--- src/rtl/compare_pkg.sv ---
// Shared types for the iterative magnitude comparator.
// Holds the FSM state encoding and the per-chunk result bundle.
package compare_pkg;

    typedef enum logic [1:0] {
        IDLE,
        BUSY,
        DONE
    } state_t;

    typedef struct packed {
        logic eq;
        logic agt;
    } chunk_res_t;

endpackage

--- src/rtl/compare_chunk.sv ---
// Combinational compare of one CHUNK-bit slice of A and B.
// inv_msb flips both sign bits so an unsigned compare orders two's-complement.
module compare_chunk
    import compare_pkg::*;
#(
    parameter int CHUNK = 4
) (
    input  logic [CHUNK-1:0] a,
    input  logic [CHUNK-1:0] b,
    input  logic             inv_msb,
    output chunk_res_t       res
);

    logic [CHUNK-1:0] flip;
    logic [CHUNK-1:0] a_m;
    logic [CHUNK-1:0] b_m;

    always_comb begin
        flip = '0;
        flip[CHUNK-1] = inv_msb;
    end

    assign a_m = a ^ flip;
    assign b_m = b ^ flip;

    always_comb begin
        res.eq  = (a_m == b_m);
        res.agt = (a_m > b_m);
    end

endmodule

--- src/rtl/compare_iter.sv ---
// Iterative comparator: walks operand chunks from MSB down,
// stopping at the first unequal chunk.
module compare_iter
    import compare_pkg::*;
#(
    parameter int WIDTH  = 32,
    parameter int CHUNK  = 4,
    parameter int NCHUNK = WIDTH / CHUNK,
    parameter int CW     = $clog2(NCHUNK + 1)
) (
    input  logic             clk_i,
    input  logic             rst_i,
    input  logic             valid_i,
    output logic             ready_o,
    input  logic [WIDTH-1:0] a_i,
    input  logic [WIDTH-1:0] b_i,
    input  logic             signed_i,
    output logic             valid_o,
    input  logic             ready_i,
    output logic             equal_o,
    output logic             alarger_o,
    output logic             blarger_o,
    output logic [CW-1:0]    cycles_o
);

    localparam int IW = (NCHUNK > 1) ? $clog2(NCHUNK) : 1;

    state_t state;
    state_t state_nx;

    logic [IW-1:0]    idx;
    logic [CW-1:0]    cnt;
    logic [WIDTH-1:0] a_q;
    logic [WIDTH-1:0] b_q;
    logic             sgn_q;

    logic [NCHUNK-1:0][CHUNK-1:0] a_v;
    logic [NCHUNK-1:0][CHUNK-1:0] b_v;
    logic             top_chunk;
    logic             last_chunk;
    chunk_res_t       res;

    assign a_v = a_q;
    assign b_v = b_q;
    assign top_chunk  = (idx == IW'(NCHUNK - 1));
    assign last_chunk = (idx == '0);

    compare_chunk #(
        .CHUNK (CHUNK)
    ) u_chunk (
        .a       (a_v[idx]),
        .b       (b_v[idx]),
        .inv_msb (sgn_q & top_chunk),
        .res     (res)
    );

    assign ready_o = (state == IDLE);
    assign valid_o = (state == DONE);

    always_ff @(posedge clk_i or posedge rst_i) begin
        if (rst_i) begin
            state <= IDLE;
        end else begin
            state <= state_nx;
        end
    end

    always_comb begin
        state_nx = state;
        unique case (state)
            IDLE: if (valid_i) state_nx = BUSY;
            BUSY: if (!res.eq || last_chunk) state_nx = DONE;
            DONE: if (ready_i) state_nx = IDLE;
            default: state_nx = IDLE;
        endcase
    end

    // Operand capture, chunk walk and result registers
    always_ff @(posedge clk_i or posedge rst_i) begin
        if (rst_i) begin
            a_q       <= '0;
            b_q       <= '0;
            sgn_q     <= 1'b0;
            idx       <= '0;
            cnt       <= '0;
            equal_o   <= 1'b0;
            alarger_o <= 1'b0;
            blarger_o <= 1'b0;
            cycles_o  <= '0;
        end else begin
            unique case (state)
                IDLE: begin
                    if (valid_i) begin
                        a_q   <= a_i;
                        b_q   <= b_i;
                        sgn_q <= signed_i;
                        idx   <= IW'(NCHUNK - 1);
                        cnt   <= '0;
                    end
                end
                BUSY: begin
                    cnt <= cnt + CW'(1);
                    if (!res.eq) begin
                        equal_o   <= 1'b0;
                        alarger_o <= res.agt;
                        blarger_o <= ~res.agt;
                        cycles_o  <= cnt + CW'(1);
                    end else if (last_chunk) begin
                        equal_o   <= 1'b1;
                        alarger_o <= 1'b0;
                        blarger_o <= 1'b0;
                        cycles_o  <= cnt + CW'(1);
                    end else begin
                        idx <= idx - IW'(1);
                    end
                end
                default: ;
            endcase
        end
    end

endmodule

--- config.mk ---
export PLATFORM = sky130hd
export DESIGN_NAME = compare_iter
export DESIGN_NICKNAME = d
export VERILOG_FILES = /design/src/rtl/compare_pkg.sv /design/src/rtl/compare_chunk.sv /design/src/rtl/compare_iter.sv
export SDC_FILE = /design/constraint.sdc
export NUM_CORES = 1
export LEC_CHECK = 0
export BUFFER_PORTS_ARGS = -buffer_cell sky130_fd_sc_hd__buf_4
export CORE_ASPECT_RATIO = 0.7
export CORE_UTILIZATION = 56
export CTS_BUF_LIST = sky130_fd_sc_hd__clkbuf_4
export CTS_CLUSTER_DIAMETER = 80
export CTS_CLUSTER_SIZE = 25
export DETAILED_ROUTE_END_ITERATION = 12
export PLACE_DENSITY_LB_ADDON = 0.05
export SETUP_SLACK_MARGIN = 0.3
export SYNTH_ARGS = -nofsm -noshare
export SYNTH_HDL_FRONTEND = slang
export SYNTH_SLANG_ARGS = --single-unit
export TNS_END_PERCENT = 10
--- constraint.sdc ---
create_clock -name clk_i -period 2.75 [get_ports clk_i]
set_input_delay 0.4125 -clock clk_i [delete_from_list [all_inputs] [get_ports clk_i]]
set_output_delay 0.4125 -clock clk_i [all_outputs]
set_load 0.005 [all_outputs]
==> out/results.ini <==
[die]
core_um2 = 6340
start_util = 0.589
die_area_um2 = 7000
rows = 24
fp.dieH_um = 70.3
fp.dieW_um = 99.6
ios = 78

[final_layout]
fin_area_um2 = 4650
num_antenna_cells = 0
fill_cells = 452
fin_cells = 440
multi_input_area_um2 = 1620
ff_latch_area_um2 = 2030
syn2layout_area_growth_pct = 24.6
fin_nets = 421
drive_gt1_frac = 0.536

[clocking]
cts-htree-levels = 3
cts_tree = done
clock_latency_ns = 0.43
clk_pin_slew_worst_paths_ns = 0.12
cts_root_buffer = clkbuf_4
cts_buffer_depth = 2
cts_buffers = 9
cts_hold_buf = 0
cts_num_sinks = 81

[power_and_ir_drop]
power_density_nw_per_um2 = 1130
leakage_nw = 2.12
ir_drop_mv = 0.524
design_power_total_w = 0.00526

[synth]
synthArstFlopShare = 1.00
synth-edff-count = 0
ys.flop_type = dfrtp_1
netlist-cell-type-count = 31
yosysSeqAreaShare = 0.543
synth-seq-cells = 81
yosysTopAreaCellShare = 0.543
yosys_warnings = 0
postSynthCellCount = 255
syn_nets = 332
syn_area_per_cell_um2 = 14.6
synthesis.area_um2 = 3730
synthTopCellsByArea = dfrtp_1, mux2_2, mux4_2, ha_1, mux2_1
yosys.area.top_type = dfrtp_1

[worst_setup_path]
worstReg2RegStart = idx[0]
cp-end-kind = flop
reg2reg_to = cycles_o[1]
cp-start-kind = flop
crit_fanout = 8
crit_arrival_ns = 2.85
r2r_setup_slack_ns = 0.23
crit_type = flop to flop
critPathRequiredTime_ns = 3.08
rr_worst_depth = 7

[timing]
finalHoldViolCount = 0
holdWs_ns = 0.103
slew_headroom = 0.613
slew_viol_final = 0
fin_tns_setup_ns = 0
clock_skew_ns = 0.00784
fmax_mhz = 397
worstMarginPinSlew_ns = 0.580
setup_viol = 0
period_share = 0.917
rsz0062_at_grt = yes
fin_crit_ns = 2.52

[drt]
ant_nets = 0
drc = 0
vias_per_cell = 5.32
vias = 2339
drt_iter0_drc = 72
wl_per_cell_um = 16.4
drt_pass1_iterations = 4
wirelength_mm = 7.20

[grt]
grt_pass1_wl_mm = 12.1
grtUsageMet1 = 0.312
busiest_layer = met2
antenna_found_initial = 0
grt_pass1_vias = 2509
grtUsageTotal = 0.234
grt_max_degree = 70
met2_usage = 0.368
grt_overflow_total = 0
grtUsageMet3 = 0.0701

[placement]
placed_cell_area_um2 = 4430
port_buffers = 77
routabilityCongestion = 0.742
dp_cells = 417
hpwl_mm = 5.14

[run]
maxCapViolCount = 0

[outcome]
status = complete, no violations

[worst_hold_path]
hold_class = input pin to asynchronous set/reset pin

==> stage by stage <==
stage | setup slack, ns | utilization
floorplan | 0.341 | -
detailed placement | 0.157 | 0.699
global placement | 0.229 | 0.699
global route | 0.101 | 0.734
finish | 0.230 | 0.734
CTS | 0.284 | 0.734
==> Yosys cell counts, drive strengths merged, types with 2 or more instances <==
master / instances
xor2: 3
nand4: 2
buf: 14
inv: 5
o21ai: 12
mux4: 16
nand3: 2
ha: 8
nand2b: 3
nor2: 5
nor2b: 3
mux2: 69
mux2i: 3
a21oi: 5
dfrtp: 81
nand2: 15
==> routing by layer <==
metal	up-vias	share of wire
li1	1100	-
met1	1163	0.46
met2	67	0.47
met3	9	0.053
met4	0	0.012
met5	-	0
==> cell families after synthesis <==
| kind of cell | share of synthesized area |
|---|---|
| buffers and inverters | 0.0292 |
| adders and majority gates | 0.0268 |
| AOI/OAI and AO/OA | 0.0335 |
| DFF | 0.543 |
| and+or+nand+nor | 0.0432 |
| xor gates and xnor gates | 0.00939 |
| muxes | 0.315 |
==> placed cells by master (no fill, tap or decap), types with 2 or more instances in the layout <==
master / instances
buf_4: 88
dfrtp_1: 81
mux2_2: 59
nand2_1: 15
mux4_2: 15
o21ai_0: 10
clkbuf_4: 10
mux2_1: 8
ha_1: 7
a21oi_1: 5
nor2_1: 5
inv_1: 4
nor2b_1: 3
nand2b_1: 3
mux2i_1: 3
xor2_1: 3
buf_12: 3
nand4_1: 2
mux2_4: 2
clkinvlp_4: 2
nand3_1: 2
clkinv_1: 2
==> worst max-delay path: stages (launching register included) <==
cell     delay (ns)
dfrtp_1        0.43
buf_6          0.18
mux4_2         0.50
mux2_2         0.29
ha_1           0.30
nand4_1        0.19
o21ai_2        0.22
mux2_4         0.32
==> state kept, by name, summed over array words and instances, names as in the netlist <==
signal,flops
equal_o,1
b_q,32
a_q,32
sgn_q,1
cnt,4
alarger_o,1
cycles_o,4
blarger_o,1
idx,3
state,2
==> layout make-up <==
class                           count  area share
Timing Repair Buffer               92       0.157
Clock buffer                       10      0.0161
Tap cell                           91      0.0245
Inverter                            5     0.00484
Clock inverter                      6      0.0126
Multi-Input combinational cell    155       0.349
Sequential cell                    81       0.436
==> worst max-delay path by stage <==
| stage | start | endpoint | slack (ns) | cells after the start |
|---|---|---|---|---|
| floorplan | idx[0] | cycles_o[1] | 0.34 | 9 |
| global placement | idx[0] | cycles_o[1] | 0.23 | 7 |
| detailed placement | idx[0] | cycles_o[1] | 0.16 | 7 |
| CTS | idx[0] | cycles_o[1] | 0.28 | 9 |
| global route | idx[0] | blarger_o | 0.10 | 10 |
| finish | idx[0] | cycles_o[1] | 0.23 | 7 |
==> power breakdown <==
part	switching, W	leakage (nW)	internal (W)
combinational	0.000976	1.09	0.00149
clock	0.000395	0.0715	0.000282
sequential	0.000349	0.957	0.00177
total	0.00172	2.12	0.00354
==> repair_timing <==
action                                 in CTS  in global routing
pin swaps                                   3                  1
buffers inserted                            7                  0
endpoints found under the hold margin       0                  0
setup endpoints to repair                   9                 11
resized for setup                           6                  1
Power figures use the tool's default switching activity.
